### src/rtl/lsu_pkg.sv
// Shared types and helpers for the RV32 load/store unit.
package lsu_pkg;

   // RV32 load/store funct3 encodings
   localparam logic [2:0] LB  = 3'b000;
   localparam logic [2:0] LH  = 3'b001;
   localparam logic [2:0] LW  = 3'b010;
   localparam logic [2:0] LBU = 3'b100;
   localparam logic [2:0] LHU = 3'b101;
   localparam logic [2:0] SB  = 3'b000;
   localparam logic [2:0] SH  = 3'b001;
   localparam logic [2:0] SW  = 3'b010;

   localparam int STRB_W = 4;

   typedef enum logic [1:0] {IDLE, BUS, DONE, ERR} lsu_state_e;

   // Request captured when the core's access is accepted
   typedef struct packed {
      logic        we;
      logic [2:0]  funct3;
      logic [31:0] addr;
      logic [31:0] wdata;
   } lsu_req_t;

   // Half needs off[0]=0, word needs off=00; bytes are always aligned
   function automatic logic is_misaligned(input logic [2:0] funct3, input logic [1:0] off);
      case (funct3[1:0])
         LH[1:0]: return off[0];
         LW[1:0]: return off != 2'b00;
         default: return 1'b0;
      endcase
   endfunction

   // Loads 011/110/111 and any store with funct3[2] set do not exist in RV32
   function automatic logic is_illegal(input logic we, input logic [2:0] funct3);
      return we ? funct3[2] : (funct3 == 3'b011 || funct3[2:1] == 2'b11);
   endfunction

   // Force the low address bits to the natural alignment of the access size
   function automatic logic [1:0] align_off(input logic [2:0] funct3, input logic [1:0] off);
      case (funct3[1:0])
         SB[1:0]: return off;
         SH[1:0]: return {off[1], 1'b0};
         SW[1:0]: return 2'b00;
         default: return 2'b00;
      endcase
   endfunction

endpackage

### src/rtl/lsu_align.sv
// Byte-lane steering. STORE=1: replicate store data and build byte strobes.
// STORE=0: pick the addressed byte/half out of a read word and extend it;
// strobes are always zero in this mode so both instances share one port list.
module lsu_align
   import lsu_pkg::*;
#(
   parameter bit STORE = 1'b1
) (
   input  logic [2:0]        funct3,
   input  logic [1:0]        off,
   input  logic [31:0]       din,
   output logic [31:0]       dout,
   output logic [STRB_W-1:0] strb
);

   logic [31:0] shifted;
   logic [7:0]  b;
   logic [15:0] h;
   logic        sx;

   // Lane select / replicate and extend according to access size
   always_comb begin
      dout    = '0;
      strb    = '0;
      shifted = din >> {off, 3'b000};
      b       = shifted[7:0];
      h       = off[1] ? din[31:16] : din[15:0];
      sx      = ~funct3[2];
      if (STORE) begin
         case (funct3)
            SB: begin
               dout = {4{din[7:0]}};
               strb = 4'b0001 << off;
            end
            SH: begin
               dout = {2{din[15:0]}};
               strb = 4'b0011 << off;
            end
            default: begin
               dout = din;
               strb = 4'b1111;
            end
         endcase
      end else begin
         case (funct3)
            LB, LBU: dout = {{24{sx & b[7]}}, b};
            LH, LHU: dout = {{16{sx & h[15]}}, h};
            default: dout = din;
         endcase
      end
   end

endmodule

### src/rtl/lsu_unit.sv
// RV32 load/store unit: one valid/ready beat per core access, stalls the
// core until completion, optional bus timeout (TIMEOUT_CYCLES=0 disables it).
// Build option MISALIGN_EXC_EN: misaligned accesses fault instead of being
// silently rounded down to natural alignment.
module lsu_unit
   import lsu_pkg::*;
#(
   parameter int TIMEOUT_CYCLES = 16
) (
   input  logic        clk,
   input  logic        reset,
   input  logic        lsu_valid,
   input  logic        lsu_we,
   input  logic [2:0]  lsu_funct3,
   input  logic [31:0] lsu_addr,
   input  logic [31:0] lsu_wdata,
   output logic [31:0] lsu_rdata,
   output logic        lsu_done,
   output logic        lsu_stall,
   output logic        lsu_err,
   output logic        mem_valid,
   output logic        mem_we,
   output logic [31:0] mem_addr,
   output logic [31:0] mem_wdata,
   output logic [3:0]  mem_wstrb,
   input  logic        mem_ready,
   input  logic [31:0] mem_rdata
);

   localparam int CW = (TIMEOUT_CYCLES > 1) ? $clog2(TIMEOUT_CYCLES) : 1;
   localparam logic [CW-1:0] LIMIT = CW'((TIMEOUT_CYCLES > 0) ? TIMEOUT_CYCLES - 1 : 0);

   lsu_state_e        state;
   lsu_req_t          req;
   logic [CW-1:0]     cnt;
   logic [31:0]       rdata_q;
   logic              done_q, err_q;
   logic              in_bus, bad_req;
   logic [31:0]       st_data, ld_data;
   logic [STRB_W-1:0] st_strb, ld_strb;

   lsu_align #(.STORE(1'b1)) u_st (
      .funct3 (req.funct3),
      .off    (req.addr[1:0]),
      .din    (req.wdata),
      .dout   (st_data),
      .strb   (st_strb)
   );

   lsu_align #(.STORE(1'b0)) u_ld (
      .funct3 (req.funct3),
      .off    (req.addr[1:0]),
      .din    (mem_rdata),
      .dout   (ld_data),
      .strb   (ld_strb)
   );

   // Requests that fault before touching the bus
`ifdef MISALIGN_EXC_EN
   assign bad_req = is_illegal(lsu_we, lsu_funct3) | is_misaligned(lsu_funct3, lsu_addr[1:0]);
`else
   assign bad_req = is_illegal(lsu_we, lsu_funct3);
`endif

   // Access FSM, timeout counter and completion registers
   always_ff @(posedge clk or posedge reset) begin
      if (reset) begin
         state   <= IDLE;
         req     <= '0;
         cnt     <= '0;
         rdata_q <= '0;
         done_q  <= 1'b0;
         err_q   <= 1'b0;
      end else begin
         done_q <= 1'b0;
         err_q  <= 1'b0;
         case (state)
            IDLE: if (lsu_valid) begin
               req.we     <= lsu_we;
               req.funct3 <= lsu_funct3;
               req.addr   <= {lsu_addr[31:2], align_off(lsu_funct3, lsu_addr[1:0])};
               req.wdata  <= lsu_wdata;
               cnt        <= '0;
               if (bad_req) begin
                  state  <= ERR;
                  done_q <= 1'b1;
                  err_q  <= 1'b1;
               end else begin
                  state <= BUS;
               end
            end
            BUS: begin
               // mem_ready takes priority over an expiring timeout
               if (mem_ready) begin
                  if (!req.we) rdata_q <= ld_data;
                  state  <= DONE;
                  done_q <= 1'b1;
               end else if (TIMEOUT_CYCLES != 0 && cnt == LIMIT) begin
                  state  <= ERR;
                  done_q <= 1'b1;
                  err_q  <= 1'b1;
               end else begin
                  cnt <= cnt + 1'b1;
               end
            end
            default: state <= IDLE;
         endcase
      end
   end

   assign in_bus    = (state == BUS);
   assign mem_valid = in_bus;
   assign mem_we    = in_bus & req.we;
   assign mem_addr  = in_bus ? {req.addr[31:2], 2'b00} : '0;
   assign mem_wdata = (in_bus & req.we) ? st_data : '0;
   assign mem_wstrb = (in_bus & req.we) ? (st_strb | ld_strb) : '0;

   assign lsu_done  = done_q;
   assign lsu_err   = err_q;
   assign lsu_rdata = err_q ? '0 : rdata_q;
   assign lsu_stall = lsu_valid & ~lsu_done;

endmodule

### config.mk
export PLATFORM = sky130hd
export DESIGN_NAME = lsu_unit
export DESIGN_NICKNAME = d
export VERILOG_FILES = /design/src/rtl/lsu_pkg.sv /design/src/rtl/lsu_align.sv /design/src/rtl/lsu_unit.sv
export SDC_FILE = /design/constraint.sdc
export NUM_CORES = 1
export LEC_CHECK = 0
export ABC_AREA = 1
export BUFFER_PORTS_ARGS = -buffer_cell sky130_fd_sc_hd__buf_2
export CORE_MARGIN = 2
export CORE_UTILIZATION = 55
export DETAILED_ROUTE_END_ITERATION = 10
export GPL_ROUTABILITY_DRIVEN = 0
export PLACE_DENSITY = 0.87
export SYNTH_ARGS = -nofsm -noshare
export SYNTH_HDL_FRONTEND = slang
export SYNTH_SLANG_ARGS = --single-unit
### constraint.sdc
create_clock -name clk -period 5.4 [get_ports clk]
set_clock_uncertainty 0.1 [all_clocks]
set_input_delay 0.54 -clock clk [delete_from_list [all_inputs] [get_ports clk]]
set_output_delay 0.54 -clock clk [all_outputs]
set_load 0.02 [all_outputs]
==> results.cfg, run 1 <==
[run_status]
status = finished, final reports clean

[synthesis]
yosys.area.top_type_share_pct = 44.91
seq_area_frac_synth_pct = 44.91
synth.cell_area_um2 = 6018
synth_cells = 849
synth.ff_latch_count = 108
netlist_top_cells_area = sky130_fd_sc_hd__dfrtp_1 45%, sky130_fd_sc_hd__nand2_1 16%, sky130_fd_sc_hd__inv_1 8.5%, sky130_fd_sc_hd__nor2_1 8.0%, sky130_fd_sc_hd__o21ai_0 6.0%
synth_cell_types = 33
fraction_of_synthesis_flops_using_an_asynchronous_set_or_reset_pin_pct = 100.0
yosys_most_used_dff = sky130_fd_sc_hd__dfrtp_1
number_of_warnings_reported_in_the_yosys_synthesis_log = 0
synth-edff-count = 0
synth.largest_area_cell = sky130_fd_sc_hd__dfrtp_1
postSynthAreaPerCell_um2 = 7.089

[clock_tree]
skew_pair_late_insertion_delay_ns = 0.36
clock_path_buffers = 2
cts.hold.buffers_added = 0
tritoncts = done
postCtsSetupRepairBufs = 0
ctsResizeCount = 0
clk_transition_reported_paths_ns = 0.10
clockRootBuffer = sky130_fd_sc_hd__clkbuf_8
cts_buffers = 9
clkSinkCount = 108
cts_htree_levels = 3

[global_routing]
pin_count_of_the_biggest_net_entering_global_routing = 74
first_global_vias = 5395
grt.overflow.total = 0
busiest_layer = met2
grt_pass1_wl_um = 24920
antenna_found_initial = 1
met1_usage_pct = 36.31
grtUsageTotal_pct = 26.85
global_routing_met2_resource_utilization_pct = 43.71
grt.met3_usage_pct = 5.787

[flow_run]
drv_cap = 0

[critical_path]
cp_data_arrival_time_ns = 2.92
cp.required_ns = 4.76
worstReg2RegStart = req[65]
rrSetupSlack_ns = 2.77
ff2ff_path_depth = 7
worst_setup_path_end_kind = primary output
crit_path_start_kind = flip-flop
slowest_delay_ns = 1.13
crit_path_cell_trace = inv_2 > nand2_2 > nor2_4 > nand2_1 > o211ai_2 > a21oi_2 > buf_2
worstSetupPathType = flip-flop to primary output
endpoint_of_the_lowest_slack_register_to_register_path = rdata_q[27]
cp_max_fo = 36
worst_path_cell_with_the_longest_stage_delay = sky130_fd_sc_hd__dfrtp_1

[final_layout]
sequential_cell_area_um2 = 2703
post_route_cells_drive_above_1_share_pct = 25.24
syn_to_final_growth_pct = 19.73
instances_no_fill = 1170
fin_nets = 1130
inserted_diodes = 0
filler_cell_count = 979
multi_input_combinational_cell_area_um2 = 2514

[die]
die_area_um2 = 11800
ios = 209
floorplan.die.width_um = 108.6
fp.coreArea_um2 = 10750
initial_utilization_pct = 56.01
die_height_um = 108.6
core.rowCount = 38

[sta]
number_of_setup_violations_in_the_final_report = 0
rsz_0062_raised_after_global_routing = no
finalMaxSlewViolations = 0
relSlewSlack_pct = 21.90
hold_viol_final = 0
timing.setup.tns_ns = 0
fmax_mhz = 280.8
final_worst_path_cycle_share_pct = 65.95
final_min_period_ns = 3.561
worst-slew-pin-transition_ns = 1.172

[detailed_routing]
final_antenna_net_count = 0
via_count = 5816
detailedRoute.firstIterationViolations = 392
drtPass1Iterations = 5
remaining_drc_errors = 0
detailed_route_wire_length_um = 15440
detail_route.vias_per_cell = 4.971
detail_route.wl_per_cell_um = 13.19

[hold_path]
hold_path.class = primary input to asynchronous set/reset pin

[placed_design]
hpwlAfterDp_um = 11230
placement.io_buffers = 206
dp.cells = 1154

[pwr]
total_leakage_power_uw = 0.004276
power_density_nw_per_um2 = 555.3
irDropWorstVdd_mv = 0.3012
-- metrics by stage --
step / utilization (%) / setup slack (ns) / instance area [um2] / total power, uW / hold WS [ns]
2_1_floorplan: - / 1.914 / 6022 / 2966 / 0.3367
3_3_place_gp: 65.06 / 2.311 / 6990 / 3427 / 0.3482
3_5_place_dp: 65.06 / 2.292 / 6990 / 3483 / 0.3549
4_1_cts: 67.06 / 1.880 / 7206 / 4017 / 0.2341
5_1_grt: 67.06 / 1.627 / 7206 / 4356 / 0.2591
6_report: 67.06 / 1.839 / 7206 / 4001 / 0.2043
-- worst max-delay path, delay by kind of cell (launching register included) --
kind	cells	cell delay, ns
simple gates	3	0.67
buf+inv	2	0.48
compound gates	2	0.26
flops	1	1.13
-- placed cells by master, fill, tap and decap left out, types with 2 or more instances in the layout --
| master | Yosys | layout |
|---|---|---|
| sky130_fd_sc_hd__a21oi_1 | 30 | 30 |
| sky130_fd_sc_hd__a21oi_2 | 8 | 8 |
| sky130_fd_sc_hd__buf_2 | 15 | 206 |
| sky130_fd_sc_hd__buf_4 | 5 | 3 |
| sky130_fd_sc_hd__clkbuf_8 | 0 | 10 |
| sky130_fd_sc_hd__conb_1 | 1 | 2 |
| sky130_fd_sc_hd__dfrtp_1 | 108 | 108 |
| sky130_fd_sc_hd__inv_1 | 136 | 135 |
| sky130_fd_sc_hd__inv_2 | 6 | 6 |
| sky130_fd_sc_hd__inv_4 | 1 | 2 |
| sky130_fd_sc_hd__inv_6 | 0 | 2 |
| sky130_fd_sc_hd__inv_8 | 0 | 2 |
| sky130_fd_sc_hd__nand2_1 | 249 | 249 |
| sky130_fd_sc_hd__nand3_1 | 33 | 33 |
| sky130_fd_sc_hd__nand3_4 | 3 | 3 |
| sky130_fd_sc_hd__nor2_1 | 129 | 129 |
| sky130_fd_sc_hd__nor2_4 | 2 | 2 |
| sky130_fd_sc_hd__nor2_8 | 2 | 2 |
| sky130_fd_sc_hd__o211ai_2 | 8 | 8 |
| sky130_fd_sc_hd__o21ai_0 | 72 | 72 |
| sky130_fd_sc_hd__o22ai_1 | 5 | 5 |
-- power by group --
part	internal, uW	switching [uW]
Clock	237	297
Combinational	624	1420
Sequential	1170	251
-- layout make-up --
| type | count | area share [%] |
|---|---|---|
| clock inverter | 6 | 1.077 |
| sequential | 108 | 37.51 |
| clock buffer | 10 | 1.910 |
| tap | 140 | 2.431 |
| multi-input combinational | 553 | 34.88 |
| timing repair buffer | 209 | 14.62 |
| inverter | 144 | 7.571 |
-- sequential cells by signal, indices dropped and copies added, names as in the netlist --
| signal | count |
|---|---|
| state | 2 |
| rdata_q | 32 |
| cnt | 4 |
| lsu_err | 1 |
| req | 68 |
| lsu_done | 1 |
-- Yosys cell counts (2+ instances only) --
master	instances
sky130_fd_sc_hd__nand2_1	249
sky130_fd_sc_hd__inv_1	136
sky130_fd_sc_hd__nor2_1	129
sky130_fd_sc_hd__dfrtp_1	108
sky130_fd_sc_hd__o21ai_0	72
sky130_fd_sc_hd__nand3_1	33
sky130_fd_sc_hd__a21oi_1	30
sky130_fd_sc_hd__clkbuf_1	17
sky130_fd_sc_hd__buf_2	15
sky130_fd_sc_hd__a21oi_2	8
sky130_fd_sc_hd__o211ai_2	8
sky130_fd_sc_hd__buf_6	6
sky130_fd_sc_hd__inv_2	6
sky130_fd_sc_hd__buf_4	5
sky130_fd_sc_hd__o22ai_1	5
sky130_fd_sc_hd__nand3_4	3
sky130_fd_sc_hd__nor2_4	2
sky130_fd_sc_hd__nor2_8	2
-- metal layers --
metal | wire length [um] | vias up | part of all wire [%]
met4 | 297 | 2 | 1.9
met1 | 6615 | 2625 | 43
met3 | 1230 | 31 | 8.0
met5 | 11 | - | 0.071
met2 | 7284 | 248 | 47
li1 | - | 2910 | -
-- worst max-delay path by stage --
stage | slack (ns) | depth (start not counted) | endpoint | startpoint
global route | 1.63 | 7 | mem_wdata[27] | req[65]
floorplan | 1.91 | 1 | cnt[0] | reset
CTS | 1.88 | 7 | mem_wdata[11] | req[65]
finish | 1.84 | 7 | mem_wdata[11] | req[65]
detailed placement | 2.29 | 7 | mem_wdata[11] | req[65]
global placement | 2.31 | 7 | mem_wdata[11] | req[65]
-- cells by family (layout without fill, tap and decap cells) --
family                     Yosys count  after routing  synth area share, %
and+or+nand+nor                    424            424                29.19
buffers and inverters              189            369                13.39
AOI/OAI and AO/OA                  125            125                12.10
DFF                                108            108                44.91
adders and majority gates            1              1               0.2079
other                                1              2              0.06231
xor gates and xnor gates             1              1               0.1456
Power figures use the tool's default switching activity.
==> run 2, diff against run 1 <==
Settings changed: ABC_AREA 1 to 0, CORE_UTILIZATION 55 to 45, PLACE_DENSITY 0.87 to 0.77.
Clock period 5.4 ns to 2.9 ns, I/O delays scaled along.
==> results.cfg, run 2 <==
[sta]
relSlewSlack_pct = 49.65
fmax_mhz = 373.1
number_of_setup_violations_in_the_final_report = 0
finalMaxSlewViolations = 0
rsz_0062_raised_after_global_routing = no
final_min_period_ns = 2.680
worst-slew-pin-transition_ns = 0.7531
hold_viol_final = 0
final_worst_path_cycle_share_pct = 92.41
timing.setup.tns_ns = 0

[critical_path]
cp.required_ns = 2.51
ff2ff_path_depth = 3
cp_max_fo = 14
cp_data_arrival_time_ns = 2.29
rrSetupSlack_ns = 0.75
worstReg2RegStart = req[33]
worst_setup_path_end_kind = primary output
crit_path_start_kind = flip-flop
worstSetupPathType = flip-flop to primary output
endpoint_of_the_lowest_slack_register_to_register_path = rdata_q[17]

[detailed_routing]
met3_length_um = 1256
routed_length_on_met2_um = 7547
detailed_route_wire_length_um = 16330
remaining_drc_errors = 0
via_count = 5521
highest_layer = met4
wl_met1_um = 7141
detail_route.wl_per_cell_um = 15.32
detailedRoute.firstIterationViolations = 490
drtPass1Iterations = 5
detail_route.vias_per_cell = 5.179
final_antenna_net_count = 0

[clock_tree]
clockRootBuffer = sky130_fd_sc_hd__clkbuf_16
clock_path_buffers = 2
clk_transition_reported_paths_ns = 0.07
cts_buffers = 9
skew_pair_late_insertion_delay_ns = 0.36
tritoncts = done
clkSinkCount = 108
ctsResizeCount = 0
cts_htree_levels = 3

[final_layout]
fin_nets = 993
post_route_cells_drive_above_1_share_pct = 28.03
largestRegisters = req (68), rdata_q (32), cnt (4)
registers.top_by_ff_count = req
largest_register_ffs = 68
leading_cell_types_in_the_layout_fill_and_taps_excluded = 240 x sky130_fd_sc_hd__nand2_1, 206 x sky130_fd_sc_hd__buf_2, 108 x sky130_fd_sc_hd__dfrtp_1, 47 x sky130_fd_sc_hd__nor2_1, 40 x sky130_fd_sc_hd__nor2b_1
commonest_non_fill_non_tap_cell_in_the_layout = sky130_fd_sc_hd__nand2_1
syn_to_final_growth_pct = 25.38

[global_routing]
grt.overflow.total = 0
pin_count_of_the_biggest_net_entering_global_routing = 55
grtUsageTotal_pct = 24.43
first_global_vias = 5153
grt_pass1_wl_um = 25920
antenna_found_initial = 2

[synthesis]
number_of_warnings_reported_in_the_yosys_synthesis_log = 0
postSynthAreaPerCell_um2 = 8.129
yosys_most_used_dff = sky130_fd_sc_hd__dfrtp_1
synth_most_common_cell = sky130_fd_sc_hd__nand2_1
synth.cell_area_um2 = 5739
synth.ff_latch_count = 108
synth-edff-count = 0
seq_area_frac_synth_pct = 47.09
fraction_of_synthesis_flops_using_an_asynchronous_set_or_reset_pin_pct = 100.0
synth.largest_area_cell = sky130_fd_sc_hd__dfrtp_1
yosys.area.top_type_share_pct = 47.09
synth_cell_types = 45
synth_cells = 706
netlist_top_cells_area = sky130_fd_sc_hd__dfrtp_1 47%, sky130_fd_sc_hd__nand2_1 16%, sky130_fd_sc_hd__nor2b_1 4.4%, sky130_fd_sc_hd__and2_1 4.1%, sky130_fd_sc_hd__a21oi_1 3.4%
synth.top_cells.by_count = 240 x sky130_fd_sc_hd__nand2_1, 108 x sky130_fd_sc_hd__dfrtp_1, 47 x sky130_fd_sc_hd__nor2_1

[pwr]
design_power_total_uw = 7624
irDropWorstVdd_mv = 0.4942
power_density_nw_per_um2 = 1060
total_leakage_power_uw = 0.003781

[die]
initial_utilization_pct = 45.85
die_area_um2 = 13670
ios = 209
fp.coreArea_um2 = 12520
core.rowCount = 41
floorplan.die.width_um = 116.9
die_height_um = 116.9

[placed_design]
hpwlAfterDp_um = 11320
placement.io_buffers = 206

[hold_path]
hold_path.startpoint = lsu_addr[29]
hold_path.class = primary input to flip-flop
whs_endpoint = req[61]
holdPathStages = 3

[flow_run]
drv_cap = 0

[run_status]
status = finished, final reports clean
-- run 2: changes by cell type after synthesis, moves of 20 or more --
cell	change
sky130_fd_sc_hd__inv_1	-128
sky130_fd_sc_hd__nor2_1	-82
sky130_fd_sc_hd__nor2b_1	+40
sky130_fd_sc_hd__o21ai_0	-57
sky130_fd_sc_hd__nand3_1	-29
sky130_fd_sc_hd__and2_1	+38
sky130_fd_sc_hd__nor3b_1	+20
sky130_fd_sc_hd__a31oi_1	+20
-- run 2: per-layer routing --
metal	global-route usage, %	vias to the layer above
met5	0	-
met1	32.96	2563
li1	-	2666
met3	4.531	24
met2	38.84	268
met4	10.43	0
-- run 2: stage by stage --
step / cell area [um2] / setup WS (ns) / instances / hold WS (ns) / utilization [%]
after floorplan: 5747 / 0.7251 / 707 / 0.2954 / -
after global placement: 6905 / 0.6959 / 1048 / 0.3509 / 55.17
after detailed placement: 6905 / 0.6593 / 1048 / 0.3455 / 55.17
after CTS: 7191 / 0.2449 / 1064 / 0.005949 / 57.45
after global routing: 7196 / 0.04305 / 1066 / 0.01605 / 57.49
final: 7196 / 0.2201 / 1066 / 0.01728 / 57.49
-- run 2: logic make-up (layout without fill, tap and decap cells) --
family | count (synthesis) | after routing | share of synthesized area, %
fa+ha+maj | 1 | 1 | 0.2180
flops | 108 | 108 | 47.09
compound gates | 106 | 106 | 11.60
mux | 14 | 14 | 2.725
other cells | 1 | 4 | 0.06534
buf+inv | 61 | 246 | 4.709
simple gates | 415 | 415 | 33.60
-- run 2: cell type report --
cell class	count	area [um2]
clock inverters	6	50.05
inverters	8	33.78
fillers	1209	5321
flip-flops and latches	108	2703
well taps	172	215.2
multi-input cells	538	2790
repair buffers	223	1174
clock buffers	9	225.2
diodes	2	5.005
-- run 2: what timing repair did --
action | 4_1_cts | 5_1_grt
buffers inserted | 0 | 0
endpoints found under the hold margin | 30 | 0
hold buffers | 1 | 0
-- run 2: worst max-delay path by stage --
stage	from	to	slack, ns	depth (start not counted)
3_5_place_dp	state[1]	mem_wdata[31]	0.66	6
5_1_grt	state[1]	mem_wdata[31]	0.04	6
2_1_floorplan	state[1]	mem_wdata[30]	0.73	7
4_1_cts	state[1]	mem_wdata[31]	0.24	6
6_report	state[1]	mem_wdata[31]	0.22	6
3_3_place_gp	state[1]	mem_wdata[31]	0.70	6
-- run 2: where the power goes --
group / switching [uW] / internal (uW) / total (uW)
registers: 556 / 2210 / 2770
clock network: 588 / 588 / 1180
logic: 2310 / 1370 / 3680
total: 3460 / 4170 / 7620
-- run 2: worst max-delay path: stages, from the launching register on --
cell and delay, ns:
sky130_fd_sc_hd__dfrtp_1 0.50, sky130_fd_sc_hd__and2b_1 0.26, sky130_fd_sc_hd__nand2_1 0.07, sky130_fd_sc_hd__inv_1 0.32, sky130_fd_sc_hd__o21ai_0 0.20, sky130_fd_sc_hd__a311oi_1 0.35
sky130_fd_sc_hd__buf_2 0.23
